<file path="config.mk">
export PLATFORM = sky130hd
export DESIGN_NAME = stack_sequencer_flat
export DESIGN_NICKNAME = d
export VERILOG_FILES = /design/src/rtl/stack_sequencer_if.sv /design/src/rtl/stack_sequencer.sv /design/src/flat_wrapper.sv
export SDC_FILE = /design/constraint.sdc
export NUM_CORES = 1
export LEC_CHECK = 0
export BUFFER_PORTS_ARGS = -buffer_cell sky130_fd_sc_hd__buf_2
export CAP_MARGIN = 20
export CELL_PAD_IN_SITES_DETAIL_PLACEMENT = 2
export CELL_PAD_IN_SITES_GLOBAL_PLACEMENT = 2
export CORE_MARGIN = 3
export CORE_UTILIZATION = 33
export DETAILED_ROUTE_END_ITERATION = 10
export PLACE_DENSITY = 0.95
export SYNTH_ARGS = -nofsm -noshare
export SYNTH_HDL_FRONTEND = slang
export SYNTH_SLANG_ARGS = --single-unit
export TNS_END_PERCENT = 20
</file>
<file path="constraint.sdc">
create_clock -name clk -period 3.5 [get_ports clk]
set_input_delay 0.35 -clock clk [delete_from_list [all_inputs] [get_ports clk]]
set_output_delay 0.35 -clock clk [all_outputs]
set_load 0.02 [all_outputs]
</file>
<file path="src/rtl/stack_sequencer_if.sv">
// Core/arbiter-facing bundle for the stack sequencer.
// master = core plus RAM arbiter side, slave = sequencer side.
interface stack_sequencer_if;
  logic        req_valid;
  logic        req_ready;
  logic [1:0]  req_op;
  logic [11:0] req_data;
  logic        sp_wr_en;
  logic [7:0]  sp_wr_data;
  logic [7:0]  sp;
  logic        ram_req;
  logic        ram_grant;
  logic [11:0] ram_addr;
  logic        ram_we;
  logic [3:0]  ram_wdata;
  logic [3:0]  ram_rdata;
  logic        done;
  logic [11:0] rsp_data;

  modport master (
    output req_valid, req_op, req_data,
    output sp_wr_en, sp_wr_data,
    output ram_grant, ram_rdata,
    input  req_ready, sp, ram_req, ram_addr,
    input  ram_we, ram_wdata, done, rsp_data
  );

  modport slave (
    input  req_valid, req_op, req_data,
    input  sp_wr_en, sp_wr_data,
    input  ram_grant, ram_rdata,
    output req_ready, sp, ram_req, ram_addr,
    output ram_we, ram_wdata, done, rsp_data
  );
endinterface

</file>
<file path="src/rtl/stack_sequencer.sv">
// Stack sequencer: PUSH/POP nibbles and 3-nibble CALL/RET
// transfers through the shared RAM port; owns the stack pointer.
module stack_sequencer #(
  parameter logic [3:0] STACK_PAGE = 4'h0
) (
  input logic clk,
  input logic reset,
  stack_sequencer_if.slave bus
);
  typedef enum logic [1:0] {
    IDLE,
    ACCESS,
    READ,
    DONE
  } state_t;

  state_t      state;
  logic [1:0]  op;
  logic [1:0]  idx;
  logic [11:0] data;
  logic [11:0] rbuf;
  logic [11:0] rsp;
  logic [7:0]  sp_q;
  logic [7:0]  spm1;
  logic        is_wr;
  logic        last;
  logic        acc;
  logic [3:0]  wnib;
  logic [11:0] nbuf;

  assign is_wr = ~op[0];
  assign last  = ~op[1] | (idx == 2'd2);
  assign spm1  = sp_q - 8'd1;
  assign acc   = (state == ACCESS);

  // CALL writes high nibble first so PCSL lands lowest
  always_comb begin
    wnib = data[3:0];
    if (op[1]) begin
      unique case (idx)
        2'd0:    wnib = data[11:8];
        2'd1:    wnib = data[7:4];
        default: wnib = data[3:0];
      endcase
    end
  end

  always_comb begin
    nbuf = rbuf;
    unique case (idx)
      2'd0:    nbuf[3:0]  = bus.ram_rdata;
      2'd1:    nbuf[7:4]  = bus.ram_rdata;
      default: nbuf[11:8] = bus.ram_rdata;
    endcase
  end

  assign bus.req_ready = (state == IDLE) & ~bus.sp_wr_en;
  assign bus.ram_req   = acc;
  assign bus.ram_we    = acc & is_wr;
  assign bus.ram_addr  = acc ? {STACK_PAGE, is_wr ? spm1 : sp_q}
                             : 12'h000;
  assign bus.ram_wdata = (acc & is_wr) ? wnib : 4'h0;
  assign bus.done      = (state == DONE);
  assign bus.sp        = sp_q;
  assign bus.rsp_data  = rsp;

  always_ff @(posedge clk) begin
    if (reset) begin
      state <= IDLE;
      op    <= 2'd0;
      idx   <= 2'd0;
      data  <= 12'h000;
      rbuf  <= 12'h000;
      rsp   <= 12'h000;
      sp_q  <= 8'h00;
    end else begin
      unique case (state)
        IDLE: begin
          if (bus.sp_wr_en) begin
            sp_q <= bus.sp_wr_data;
          end else if (bus.req_valid) begin
            state <= ACCESS;
            op    <= bus.req_op;
            data  <= bus.req_data;
            idx   <= 2'd0;
            rbuf  <= 12'h000;
          end
        end
        ACCESS: begin
          if (bus.ram_grant) begin
            if (is_wr) begin
              sp_q <= spm1;
              if (last) state <= DONE;
              else      idx   <= idx + 2'd1;
            end else begin
              state <= READ;
            end
          end
        end
        READ: begin
          sp_q <= sp_q + 8'd1;
          rbuf <= nbuf;
          if (last) begin
            rsp   <= nbuf;
            state <= DONE;
          end else begin
            idx   <= idx + 2'd1;
            state <= ACCESS;
          end
        end
        default: state <= IDLE;
      endcase
    end
  end
endmodule

</file>
<file path="src/flat_wrapper.sv">
// flat-port wrapper written by rule: the top's interface ports become plain ports
module stack_sequencer_flat 
#(
  parameter logic [3:0] STACK_PAGE = 4'h0
)
  (clk, reset, bus_req_valid, bus_req_op, bus_req_data, bus_sp_wr_en, bus_sp_wr_data, bus_ram_grant, bus_ram_rdata, bus_req_ready, bus_sp, bus_ram_req, bus_ram_addr, bus_ram_we, bus_ram_wdata, bus_done, bus_rsp_data);
  stack_sequencer_if bus_i ();
  input logic clk;
  input logic reset;
  input wire logic [$bits(bus_i.req_valid)-1:0] bus_req_valid;
  input wire logic [$bits(bus_i.req_op)-1:0] bus_req_op;
  input wire logic [$bits(bus_i.req_data)-1:0] bus_req_data;
  input wire logic [$bits(bus_i.sp_wr_en)-1:0] bus_sp_wr_en;
  input wire logic [$bits(bus_i.sp_wr_data)-1:0] bus_sp_wr_data;
  input wire logic [$bits(bus_i.ram_grant)-1:0] bus_ram_grant;
  input wire logic [$bits(bus_i.ram_rdata)-1:0] bus_ram_rdata;
  output wire logic [$bits(bus_i.req_ready)-1:0] bus_req_ready;
  output wire logic [$bits(bus_i.sp)-1:0] bus_sp;
  output wire logic [$bits(bus_i.ram_req)-1:0] bus_ram_req;
  output wire logic [$bits(bus_i.ram_addr)-1:0] bus_ram_addr;
  output wire logic [$bits(bus_i.ram_we)-1:0] bus_ram_we;
  output wire logic [$bits(bus_i.ram_wdata)-1:0] bus_ram_wdata;
  output wire logic [$bits(bus_i.done)-1:0] bus_done;
  output wire logic [$bits(bus_i.rsp_data)-1:0] bus_rsp_data;
  assign bus_i.req_valid = bus_req_valid;
  assign bus_i.req_op = bus_req_op;
  assign bus_i.req_data = bus_req_data;
  assign bus_i.sp_wr_en = bus_sp_wr_en;
  assign bus_i.sp_wr_data = bus_sp_wr_data;
  assign bus_i.ram_grant = bus_ram_grant;
  assign bus_i.ram_rdata = bus_ram_rdata;
  assign bus_req_ready = bus_i.req_ready;
  assign bus_sp = bus_i.sp;
  assign bus_ram_req = bus_i.ram_req;
  assign bus_ram_addr = bus_i.ram_addr;
  assign bus_ram_we = bus_i.ram_we;
  assign bus_ram_wdata = bus_i.ram_wdata;
  assign bus_done = bus_i.done;
  assign bus_rsp_data = bus_i.rsp_data;
  stack_sequencer #(.STACK_PAGE(STACK_PAGE)) u_core (.clk(clk), .reset(reset), .bus(bus_i));
endmodule
</file>
==> metrics.md, run 1 <==
| Metric | Value |
|---|---|
| CTS max path bufs | 2 |
| CP Launch Point | u_core.state[1]$_SDFFE_PP0P_ |
| Worst reg2reg path startpoint | u_core.state[0]$_SDFFE_PP0P_ |
| Hold buffer count at CTS | 0 |
| Crit path launch type | register |
| Total negative setup slack | 0 ns |
| CP Depth | 5 |
| Area Growth Syn to Fin | 14.6% |
| Final Max Slew Viols | 0 |
| Synthesized-area fraction occupied by adder cells | 4.09% |
| Number of global-route vias before repair | 2811 |
| Cts bufs inserted | 5 |
| Max VDD drop | 0.000268 V |
| MaxCap Viol Count | 0 |
| Mapped Avg Cell Area | 8.19 um^2 |
| Routed met1 length | 3.94 mm |
| Antenna violations before repair | 0 |
| Minimum clock period | 2.62 ns |
| Hold Violations, Final | 0 |
| Reg-to-reg setup timing slack | 1.07 ns |
| Most frequent cells in the layout | 66 x buf_2, 50 x nor2_1, 50 x dfxtp_1 |
| Routed vias/inst | 5.41 |
| Final period util | 74.8% |
| CTS tree | built |
| WL met3 | 365 um |
| Crit path to | bus_ram_addr[2] |
| Status | finished, final reports clean |
| N_diodes | 0 |
| Largest net degree at the start of global routing | 52 |
| Largest family of logic cells by synthesized area | simple AND/OR/NAND/NOR gates |
| Dpl cell area | 0.00304 mm^2 |
| Clock Latency Late Sink | 0.31 ns |
| First-pass GRT wire length | 15.0 mm |
| Boundary Pins | 71 |
| Clock-pin slew on the worst setup and hold paths | 0.10 ns |
| Crit Path Category | reg2out |
| Post-synthesis compound-gate area fraction | 21.5% |
| Tightest Hold Check Type | in2reg |
| Relative slew margins | 34.4% |
| DRT iter0 DRCs | 96 |
| Drt pass-1 iters | 4 |
| CP max stage delay | 0.51 ns |
| Simple-gate share of the synthesized area | 22.2% |
| Fillers | 940 |
| Post-CTS setup buffer count | 0 |
| GRT overflow | 0 |
| Reg2Reg Depth | 5 |
| Crit-path max FO | 13 |
| Multiplexer share of the synthesized area | 4.05% |
| CTS root buffer | clkbuf_8 |
| RSZ-0062 raised after global routing | false |
| Yosys warnings | 0 |
| Final Cell Area | 0.00316 mm^2 |
| CTS H-tree depth | 2 |
| CORE AREA | 0.00793 mm^2 |
| Achievable clock frequency | 382 MHz |
| Post-DR wirelength/cell | 19.2 um |
| Worst path buffer plus inverter count | 3 |
| Leak | 1.31 nW |
| Via count | 2636 |
| Most common cell after layout, fill and taps aside | buf_2 |
| Crit-path cells | inv_1, ha_1, clkinv_1, nor2_1, buf_2 |
| WP data required | 3.15 ns |
| DRT Wirelength | 9.37 mm |
| Hpwl dp | 6.53 mm |
| Cell family with most CP delay | buffers and inverters |
| Gate Count Post-Synth | 336 |
| WP data arrival | 2.27 ns |
| I/O Buffers | 66 |
| Die H | 97.3 um |
| CTS Sinks | 50 |
| Critical Path Sink Type | output port |
| Number of nets in the layout | 425 |
| Starting Density | 34.7% |
| Die ar. | 0.00947 mm^2 |
| Resized cells post-CTS | 0 |
| Worst reg2reg endpoint | u_core.state[1]$_SDFFE_PP0P_ |
| Slowest CP cell | ha_1 |
| Hold Slack | 0.278 ns |
| Met2 wire length | 4.98 mm |
| DR DRC count | 0 |
| Power Density | 932 mW/mm^2 |
| Width of the die | 97.3 um |
| Antenna-violating nets left | 0 |
| Post-synthesis cell area | 0.00275 mm^2 |
| Least-Margin Pin Slew | 0.984 ns |
| # rows | 32 |
| Yosys reg bits | 50 |
| Final Skew | 0.0118 ns |
| Share of cells above drive strength 1 | 21.3% |
| Synth Area in XOR/XNOR | 3.50% |
| Synth unique cells | 53 |
| Top Metal Used | met4 |
| Routability cong. | 0.791 |
| Total track usage | 19.5% |
| Setup violations, final | 0 |
| Sequential area share after synthesis | 36.4% |
-- synth_stat cells, drive strengths merged --
cell / number / area share [%]
nand3b: 1 / 0.27
a21oi: 22 / 4.1
inv: 11 / 1.5
dfxtp: 50 / 36
o221a: 2 / 0.82
nor2b: 4 / 0.91
mux2: 1 / 0.41
nand2b: 2 / 0.45
nand3: 7 / 1.3
or3b: 1 / 0.32
and3: 5 / 1.2
a21o: 1 / 0.27
and2: 7 / 1.6
nand4b: 1 / 0.32
ha: 9 / 4.1
clkbuf: 16 / 2.9
buf: 10 / 3.3
xnor2: 8 / 2.5
nor3b: 1 / 0.27
a211oi: 9 / 2.5
nor2: 50 / 6.8
o221ai: 1 / 0.32
or3: 1 / 0.23
a311oi: 4 / 1.3
clkinv: 1 / 0.14
dlygate4sd1: 1 / 0.32
a221oi: 4 / 1.3
a211o: 1 / 0.36
a2111o: 1 / 0.41
a22oi: 16 / 4.4
o21a: 1 / 0.27
nor4b: 1 / 0.86
xor2: 3 / 0.95
a31oi: 2 / 0.45
nor4: 3 / 1.5
nor3: 1 / 0.18
o21ai: 14 / 2.5
nand4: 1 / 0.23
a22o: 5 / 1.6
nand2: 43 / 5.9
mux2i: 10 / 3.6
conb: 1 / 0.14
o41ai: 1 / 0.32
o31a: 2 / 0.64
-- power by group --
group / switching, mW / total, mW / internal (mW)
registers: 0.198 / 0.894 / 0.696
clock network: 0.201 / 0.430 / 0.229
logic: 1.02 / 1.62 / 0.595
-- flip-flops by register name, summed over array words and instances (netlist names) --
signal               cells
u_core.bus.rsp_data     12
u_core.bus.sp            8
u_core.data             12
u_core.idx               2
u_core.op                2
u_core.rbuf             12
u_core.state             2
-- metrics by stage --
stage	setup slack (ns)	power (mW)	util, %	instances
finish	0.881	2.94	39.8	487
CTS	0.879	2.96	39.8	487
detailed placement	1.19	2.50	38.4	480
floorplan	1.58	2.07	-	339
global placement	1.37	2.39	38.4	480
global route	0.742	3.15	39.8	487
-- cell type report --
class / count / area (um^2) / share of cell area (%)
Sequential cell: 50 / 1000 / 31.7
Clock inverter: 1 / 30.0 / 0.952
Timing Repair Buffer: 66 / 330 / 10.5
Clock buffer: 6 / 82.6 / 2.62
Multi-Input combinational cell: 250 / 1540 / 48.8
Tap cell: 102 / 128 / 4.04
Inverter: 12 / 45.0 / 1.43
-- how the worst min path moves through the flow --
stage	start	endpoint	slack [ns]	depth (start not counted)
floorplan	u_core.data[2]$_SDFFE_PP0P_	u_core.data[2]$_SDFFE_PP0P_	0.44	2
global placement	u_core.data[6]$_SDFFE_PP0P_	u_core.data[6]$_SDFFE_PP0P_	0.44	2
detailed placement	u_core.data[1]$_SDFFE_PP0P_	u_core.data[1]$_SDFFE_PP0P_	0.45	2
CTS	bus_req_data[0]	u_core.data[0]$_SDFFE_PP0P_	0.27	3
global route	bus_req_data[9]	u_core.data[9]$_SDFFE_PP0P_	0.28	3
finish	bus_req_data[0]	u_core.data[0]$_SDFFE_PP0P_	0.28	3
-- routing by layer --
layer | vias to the layer above | global-route usage [%]
li1 | 1259 | -
met1 | 1297 | 23.2
met2 | 70 | 37.2
met3 | 10 | 2.66
met4 | 0 | 4.15
met5 | - | 0
-- logic make-up (layout without fill, tap and decap cells) --
group           after synthesis  after routing
other cells                   1              4
fa+ha+maj                     9              9
simple gates                129            129
xor+xnor                     11             11
buf+inv                      39             85
compound gates               86             86
flops                        50             50
mux                          11             11
-- worst min-delay path: cells and delay by family --
| kind | cells | cell delay, ns |
|---|---|---|
| buffers and inverters | 1 | 0.09 |
| AND/OR/NAND/NOR | 1 | 0.04 |
| AO/OA/AOI/OAI | 1 | 0.05 |
(Power assumes the default switching activity.)
==> run 2, diff against run 1 <==
--- a/config.mk
+++ b/config.mk
@@ -5,14 +5,15 @@
 export SDC_FILE = /design/constraint.sdc
 export NUM_CORES = 1
 export LEC_CHECK = 0
+export ABC_AREA = 1
 export BUFFER_PORTS_ARGS = -buffer_cell sky130_fd_sc_hd__buf_2
 export CAP_MARGIN = 20
 export CELL_PAD_IN_SITES_DETAIL_PLACEMENT = 2
 export CELL_PAD_IN_SITES_GLOBAL_PLACEMENT = 2
 export CORE_MARGIN = 3
-export CORE_UTILIZATION = 33
+export CORE_UTILIZATION = 29
 export DETAILED_ROUTE_END_ITERATION = 10
-export PLACE_DENSITY = 0.95
+export PLACE_DENSITY = 0.88
 export SYNTH_ARGS = -nofsm -noshare
 export SYNTH_HDL_FRONTEND = slang
 export SYNTH_SLANG_ARGS = --single-unit
==> constraint.sdc (replaced) <==
create_clock -name clk -period 2.6 [get_ports clk]
set_input_delay 0.26 -clock clk [delete_from_list [all_inputs] [get_ports clk]]
set_output_delay 0.26 -clock clk [all_outputs]
set_load 0.02 [all_outputs]
==> run 2 against run 1 <==
Final cell count up 22%. Cell area grew 7.1%. Area after synthesis is 5.6% higher. Combinational power increased by 52%. Die area is 19% higher. Clock skew decreased by 0.0029 ns. Wire length increased by 4.9%. Hold slack lost 0.058 ns. Clock power increased by 39%. Via count grew 11%. Setup slack worse by 0.65 ns. Largest power group unchanged. Largest cell class unchanged.
==> metrics.md, run 2 <==
| Metric | Value |
|---|---|
| Hold Violations, Final | 0 (unchanged) |
| Relative slew margins | 60.0% (was 34.4%) |
| WP data required | 2.34 ns (was 3.15 ns) |
| Tightest Hold Check Type | in2reg (unchanged) |
| Width of the die | 106 um (was 97.3 um) |
| Final Max Slew Viols | 0 (unchanged) |
| RSZ-0062 raised after global routing | false (unchanged) |
| GRT overflow | 0 (unchanged) |
| Tot Pwr | 4.29 mW (was 2.94 mW) |
| Dpl cell area | 0.00326 mm^2 (was 0.00304 mm^2) |
| Worst reg2reg endpoint | u_core.bus.sp[4]$_SDFFE_PP0P_ (was u_core.state[1]$_SDFFE_PP0P_) |
| DR DRC count | 0 (unchanged) |
| Setup violations, final | 0 (unchanged) |
| DRT iter0 DRCs | 96 (unchanged) |
| Cell taking the most area after synthesis | dfxtp_1 (unchanged) |
| Minimum clock period | 2.37 ns |
| CTS H-tree depth | 2 (unchanged) |
| Die ar. | 0.0113 mm^2 (was 0.00947 mm^2) |
| Post-DR wirelength/cell | 16.5 um (was 19.2 um) |
| Worst reg2reg path startpoint | u_core.state[1]$_SDFFE_PP0P_ (was u_core.state[0]$_SDFFE_PP0P_) |
| Via count | 2915 (was 2636) |
| Number of nets in the layout | 504 (was 425) |
| Total negative setup slack | 0 ns (unchanged) |
| Top cells by area, synth | dfxtp_1 34%, nand2_1 9.0%, o21ai_0 7.9% (was dfxtp_1 36%, nor2_1 6.8%, nand2_1 5.9%) |
| Clock-pin slew on the worst setup and hold paths | 0.09 ns (was 0.10 ns) |
| Most frequent cells in the layout | 70 x nand2_1, 66 x buf_2, 50 x dfxtp_1 (was 66 x buf_2, 50 x nor2_1, 50 x dfxtp_1) |
| Sequential area share after synthesis | 34.4% (was 36.4%) |
| Share of cells above drive strength 1 | 25.8% (was 21.3%) |
| MaxCap Viol Count | 0 (unchanged) |
| Drt pass-1 iters | 4 (unchanged) |
| Routed vias/inst | 4.91 (was 5.41) |
| Crit Path Category | reg2out (unchanged) |
| Most common cell after layout, fill and taps aside | nand2_1 (was buf_2) |
| Critical Path Sink Type | output port (unchanged) |
| Final period util | 91.2% |
| WP data arrival | 2.11 ns (was 2.27 ns) |
| Hpwl dp | 7.23 mm (was 6.53 mm) |
| Hold Crit Start | bus_req_data[2] (was bus_req_data[0]) |
| Achievable clock frequency | 422 MHz |
| CTS root buffer | clkbuf_8 (unchanged) |
| CTS Sinks | 50 (unchanged) |
| Power Density | 1270 mW/mm^2 (was 932 mW/mm^2) |
| Mapped Avg Cell Area | 7.09 um^2 (was 8.19 um^2) |
| Total track usage | 17.8% (was 19.5%) |
| Antenna-violating nets left | 0 (unchanged) |
| Resized cells post-CTS | 0 (unchanged) |
| I/O Buffers | 66 (unchanged) |
| FF+latch area | 0.00100 mm^2 (unchanged) |
| Fillers | 1166 (was 940) |
| Post-synthesis cell area | 0.00291 mm^2 (was 0.00275 mm^2) |
| Starting Density | 30.6% (was 34.7%) |
| Yosys warnings | 0 (unchanged) |
| Least-Margin Pin Slew | 0.600 ns (was 0.984 ns) |
| Hold buffer count at CTS | 0 (unchanged) |
| Post-synth ARST share | 0% (unchanged) |
| # rows | 35 (was 32) |
| Yosys top cell area share | 34.4% (was 36.4%) |
| CORE AREA | 0.00950 mm^2 (was 0.00793 mm^2) |
| Max VDD drop | 0.000448 V (was 0.000268 V) |
| DRT Wirelength | 9.83 mm (was 9.37 mm) |
| Number of global-route vias before repair | 3196 (was 2811) |
| Post-CTS setup buffer count | 0 (unchanged) |
| Cts bufs inserted | 5 (unchanged) |
| Crit path launch type | register (unchanged) |
| Reg-to-reg setup timing slack | 0.53 ns (was 1.07 ns) |
| Synth unique cells | 37 (was 53) |
| CTS tree | built (unchanged) |
| Final Skew | 0.00883 ns (was 0.0118 ns) |
| Routability cong. | 0.821 (was 0.791) |
| Post-synth top cells | 70 x nand2_1, 50 x dfxtp_1, 47 x inv_1, 46 x o21ai_0, 42 x a21oi_1 (was 50 x dfxtp_1, 50 x nor2_1, 43 x nand2_1, 21 x a21oi_1, 16 x a22oi_1) |
| WHS Path Cells | 3 (unchanged) |
| Gate Count Post-Synth | 410 (was 336) |
| N_diodes | 0 (unchanged) |
| Worst Hold Path EP | u_core.data[2]$_SDFFE_PP0P_ (was u_core.data[0]$_SDFFE_PP0P_) |
| CTS max path bufs | 2 (unchanged) |
| Crit-path max FO | 10 (was 13) |
| Reg2Reg Depth | 10 (was 5) |
| Post-synth EDFFs | 0 (unchanged) |
| Top FF cell, synth | dfxtp_1 (unchanged) |
| Leak | 1.54 nW (was 1.31 nW) |
| Clock Latency Late Sink | 0.31 ns (about the same) |
| Antenna violations before repair | 0 (unchanged) |
| Final Cell Area | 0.00338 mm^2 (was 0.00316 mm^2) |
| Boundary Pins | 71 (unchanged) |
| Area of the multi-input gates | 0.00153 mm^2 (was 0.00154 mm^2) |
| Most common cell in the netlist | nand2_1 |
| Largest net degree at the start of global routing | 33 (was 52) |
| First-pass GRT wire length | 16.3 mm (was 15.0 mm) |
| Yosys reg bits | 50 (unchanged) |
| Area Growth Syn to Fin | 16.3% (was 14.6%) |
| Die H | 106 um (was 97.3 um) |
| Status | finished, final reports clean (unchanged) |
## run 2: cell count changes in the layout (fill, tap and decap cells not counted), sizes merged, moves of 5 or more
cell	previous run	this run
mux2i	10	0
a22oi	16	0
and2	7	0
and3	5	0
o21ai	14	55
inv	11	59
nand2	43	75
xnor2	8	1
a22o	5	0
a21oi	22	45
nand3	7	22
## run 2: worst max-delay path by stage
stage	start	to	slack (ns)	cells past startpoint
4_1_cts	u_core.state[1]$_SDFFE_PP0P_	bus_ram_addr[1]	0.19	9
6_report	u_core.state[1]$_SDFFE_PP0P_	bus_ram_addr[1]	0.23	9
3_3_place_gp	u_core.state[1]$_SDFFE_PP0P_	u_core.bus.sp[4]$_SDFFE_PP0P_	0.63	10
5_1_grt	u_core.state[1]$_SDFFE_PP0P_	bus_ram_addr[1]	0.04	9
3_5_place_dp	u_core.state[1]$_SDFFE_PP0P_	u_core.bus.sp[4]$_SDFFE_PP0P_	0.56	10
2_1_floorplan	u_core.state[1]$_SDFFE_PP0P_	bus_ram_wdata[0]	0.70	7
## run 2: cells by family after synthesis
logic type	after synthesis	share of synthesized area [%]
AO/OA/AOI/OAI	117	24.0
XOR/XNOR	2	0.603
adder cells (fa/ha/maj)	9	3.87
buffers and inverters	82	13.3
flip-flops	50	34.4
other	1	0.129
AND/OR/NAND/NOR	149	23.6
## run 2: worst max-delay path: stages, from the launching register on
cell and delay, ns:
dfxtp_1 0.36, inv_1 0.14, ha_1 0.49, inv_2 0.12, nor2_2 0.13, inv_2 0.10, nor2_1 0.15, a21oi_1 0.09
inv_1 0.07, buf_2 0.16
## run 2: through the flow
step	std cells	utilization (%)	worst slack (ns)	hold slack, ns
after floorplan	413	-	0.705	0.424
after global placement	586	34.3	0.626	0.442
after detailed placement	586	34.3	0.558	0.456
after CTS	594	35.6	0.191	0.219
after global routing	594	35.6	0.0401	0.233
final	594	35.6	0.228	0.220
## run 2: where the power goes
part / switching [mW] / internal (mW)
logic: 1.70 / 0.772
clock network: 0.281 / 0.317
registers: 0.237 / 0.980
## run 2: metal layers
layer  up-vias  track usage (%)  share of wire, %
met4         0             5.00               1.7
met1      1420             22.0                45
met5         -                0                 0
met2        60             31.8                50
met3        15             3.04               3.1
li1       1420                -                 -
## run 2: layout make-up
cell class / count / area share (%)
Tap cell: 129 / 4.77
Inverter: 58 / 6.59
Sequential cell: 50 / 29.6
Multi-Input combinational cell: 281 / 45.2
Clock buffer: 6 / 2.44
Timing Repair Buffer: 68 / 10.2
Clock inverter: 2 / 1.15
==> run 3, diff against run 2 <==
--- a/config.mk
+++ b/config.mk
@@ -6,14 +6,14 @@
 export NUM_CORES = 1
 export LEC_CHECK = 0
 export ABC_AREA = 1
-export BUFFER_PORTS_ARGS = -buffer_cell sky130_fd_sc_hd__buf_2
 export CAP_MARGIN = 20
 export CELL_PAD_IN_SITES_DETAIL_PLACEMENT = 2
 export CELL_PAD_IN_SITES_GLOBAL_PLACEMENT = 2
 export CORE_MARGIN = 3
-export CORE_UTILIZATION = 29
+export CORE_UTILIZATION = 34
 export DETAILED_ROUTE_END_ITERATION = 10
-export PLACE_DENSITY = 0.88
+export DONT_BUFFER_PORTS = 1
+export PLACE_DENSITY = 0.87
 export SYNTH_ARGS = -nofsm -noshare
 export SYNTH_HDL_FRONTEND = slang
 export SYNTH_SLANG_ARGS = --single-unit
==> run 3 against run 2 <==
Final cell count shrank 14%. Register-to-register slack gained 0.05 ns. Die area down 14%. Wire length decreased by 6.2%. Utilization grew 1.0 points. Clock skew rose by 0.0023 ns. Critical path depth down 4. Sequential cell count did not move. Clock power is 25% lower. Combinational power down 15%. Critical path type unchanged. Largest power group unchanged.
==> metrics.md, run 3 (synthesis results as in run 2) <==
| Metric | Value |
|---|---|
| Setup violations, final | 0 (unchanged) |
| Power Density | 1290 mW/mm^2 (was 1270 mW/mm^2) |
| Most common cell after layout, fill and taps aside | nand2_1 (unchanged) |
| Via count | 2702 (was 2915) |
| Width of the die | 98.5 um (was 106 um) |
| Final Skew | 0.0111 ns (was 0.00883 ns) |
| Clock-pin slew on the worst setup and hold paths | 0.10 ns (was 0.09 ns) |
| Total track usage | 19.3% (was 17.8%) |
| Routability cong. | 0.805 (was 0.821) |
| Number of nets in the layout | 443 (was 504) |
| Share of cells above drive strength 1 | 13.9% (was 25.8%) |
| Largest net degree at the start of global routing | 34 (was 33) |
| WP data required | 2.34 ns (about the same) |
| Most frequent cells in the layout | 70 x nand2_1, 50 x dfxtp_1, 47 x inv_1 (was 70 x nand2_1, 66 x buf_2, 50 x dfxtp_1) |
| Area Growth Syn to Fin | 3.92% (was 16.3%) |
| Tot Pwr | 3.90 mW (was 4.29 mW) |
| DR DRC count | 0 (unchanged) |
| Hold Violations, Final | 0 (unchanged) |
| Relative slew margins | 55.8% (was 60.0%) |
| Post-DR wirelength/cell | 18.1 um (was 16.5 um) |
| Boundary Pins | 71 (unchanged) |
| Number of global-route vias before repair | 2899 (was 3196) |
| Least-Margin Pin Slew | 0.664 ns (was 0.600 ns) |
| # rows | 33 (was 35) |
| Total negative setup slack | 0 ns (unchanged) |
| Crit Path Category | reg2out (unchanged) |
| CTS Sinks | 50 (unchanged) |
| Post-CTS setup buffer count | 0 (unchanged) |
| Routed vias/inst | 5.32 (was 4.91) |
| Final period util | 91.9% (was 91.2%) |
| Antenna violations before repair | 0 (unchanged) |
| Die ar. | 0.00969 mm^2 (was 0.0113 mm^2) |
| Tightest Hold Check Type | in2reg (unchanged) |
| Clock Latency Late Sink | 0.31 ns (about the same) |
| Cell family with most CP delay | compound AO/OA/AOI/OAI gates (was buffers and inverters) |
| Hold buffer count at CTS | 1 (was 0) |
| Max VDD drop | 0.000574 V (was 0.000448 V) |
| Slowest CP cell | o21ai_0 (was ha_1) |
| Cts bufs inserted | 5 (unchanged) |
| Worst path buffer plus inverter count | 1 (was 5) |
| Starting Density | 35.2% (was 30.6%) |
| CTS H-tree depth | 2 (unchanged) |
| Die H | 98.5 um (was 106 um) |
| Antenna-violating nets left | 0 (unchanged) |
| Drt pass-1 iters | 4 (unchanged) |
| RSZ-0062 raised after global routing | false (unchanged) |
| Resized cells post-CTS | 0 (unchanged) |
| DRT iter0 DRCs | 61 (was 96) |
| Minimum clock period | 2.39 ns (was 2.37 ns) |
| CTS root buffer | clkbuf_8 (unchanged) |
| Status | finished, final reports clean (unchanged) |
| N_diodes | 0 (unchanged) |
| GRT overflow | 0 (unchanged) |
| Leak | 1.24 nW (was 1.54 nW) |
| WP data arrival | 2.13 ns (was 2.11 ns) |
| Hpwl dp | 6.89 mm (was 7.23 mm) |
| Achievable clock frequency | 419 MHz (was 422 MHz) |
| Crit path launch type | register (unchanged) |
| MaxCap Viol Count | 0 (unchanged) |
| CORE AREA | 0.00826 mm^2 (was 0.00950 mm^2) |
| CP max stage delay | 0.46 ns (was 0.49 ns) |
| Critical Path Sink Type | output port (unchanged) |
| I/O Buffers | 0 (was 66) |
| CTS tree | built (unchanged) |
| Final Max Slew Viols | 0 (unchanged) |
| DRT Wirelength | 9.22 mm (was 9.83 mm) |
| Crit-path cells | inv_1, ha_1, o21ai_0, nand2_1, a21oi_1 (was inv_1, ha_1, inv_2, nor2_2, inv_2, nor2_1, a21oi_1, inv_1, buf_2) |
| Crit-path max FO | 11 (was 10) |
| Hold Slack | 0.00423 ns (was 0.220 ns) |
| CTS max path bufs | 2 (unchanged) |
| First-pass GRT wire length | 15.2 mm (was 16.3 mm) |
==> run 3: cell types whose count changed in the layout (fill, tap and decap cells not counted), sizes merged <==
cell,previous run,this run
buf,68,5
clkinv,0,2
dlygate4sd3,0,2
bufinv,1,0
clkbuf,6,5
inv,59,58
==> run 3: power breakdown <==
| group | leakage, nW | internal (mW) | switching, mW |
|---|---|---|---|
| clock network | 0.0438 | 0.182 | 0.268 |
| registers | 0.410 | 0.981 | 0.381 |
| logic | 0.788 | 0.636 | 1.46 |
| total | 1.24 | 1.80 | 2.11 |
==> run 3: worst register-to-register path, cell delays in order, from the launching register on <==
cell and delay [ns]:
dfxtp_1 0.41, inv_1 0.11, ha_1 0.73, nand2_2 0.15, nand4_4 0.13, inv_2 0.05
o21ai_0 0.24, nor2_1 0.09
==> run 3: final timing paths <==
path / slack [ns] / cells past startpoint / end / start
setup / recovery: 0.21 / 5 / bus_ram_wdata[0] / u_core.idx[1]$_SDFFE_PP0P_
hold / removal: 0.004 / 1 / u_core.bus.sp[5]$_SDFFE_PP0P_ / reset
setup reg to reg: 0.58 / 7 / u_core.idx[0]$_SDFFE_PP0P_ / u_core.state[0]$_SDFFE_PP0P_
hold reg to reg: 0.47 / 2 / u_core.data[1]$_SDFFE_PP0P_ / u_core.data[1]$_SDFFE_PP0P_
==> run 3: area by class of cell <==
| cell class | instances | area [um^2] |
|---|---|---|
| multi-input cells | 281 | 1530 |
| clock buffers | 5 | 68.8 |
| clock inverters | 2 | 10.0 |
| well taps | 105 | 131 |
| fillers | 1027 | 5240 |
| inverters | 58 | 223 |
| flip-flops and latches | 50 | 1000 |
| repair buffers | 7 | 57.6 |
==> run 3: per-layer routing <==
| metal | share of wire, % | vias up | wire, um | GRT usage (%) |
|---|---|---|---|---|
| li1 | - | 1299 | - | - |
| met1 | 44 | 1328 | 4070 | 24.0 |
| met2 | 50 | 64 | 4580 | 34.2 |
| met3 | 4.8 | 11 | 447 | 3.61 |
| met4 | 1.3 | 0 | 117 | 4.94 |
| met5 | 0 | - | 0 | 0 |
==> run 3: stage by stage <==
stage	util [%]	cells	instance area [um^2]	setup slack (ns)
after floorplan	-	413	2920	0.705
final	36.6	508	3020	0.211
after CTS	36.5	507	3010	0.231
after detailed placement	35.4	499	2920	0.591
after global placement	35.4	499	2920	0.679
after global routing	36.6	508	3020	0.0796
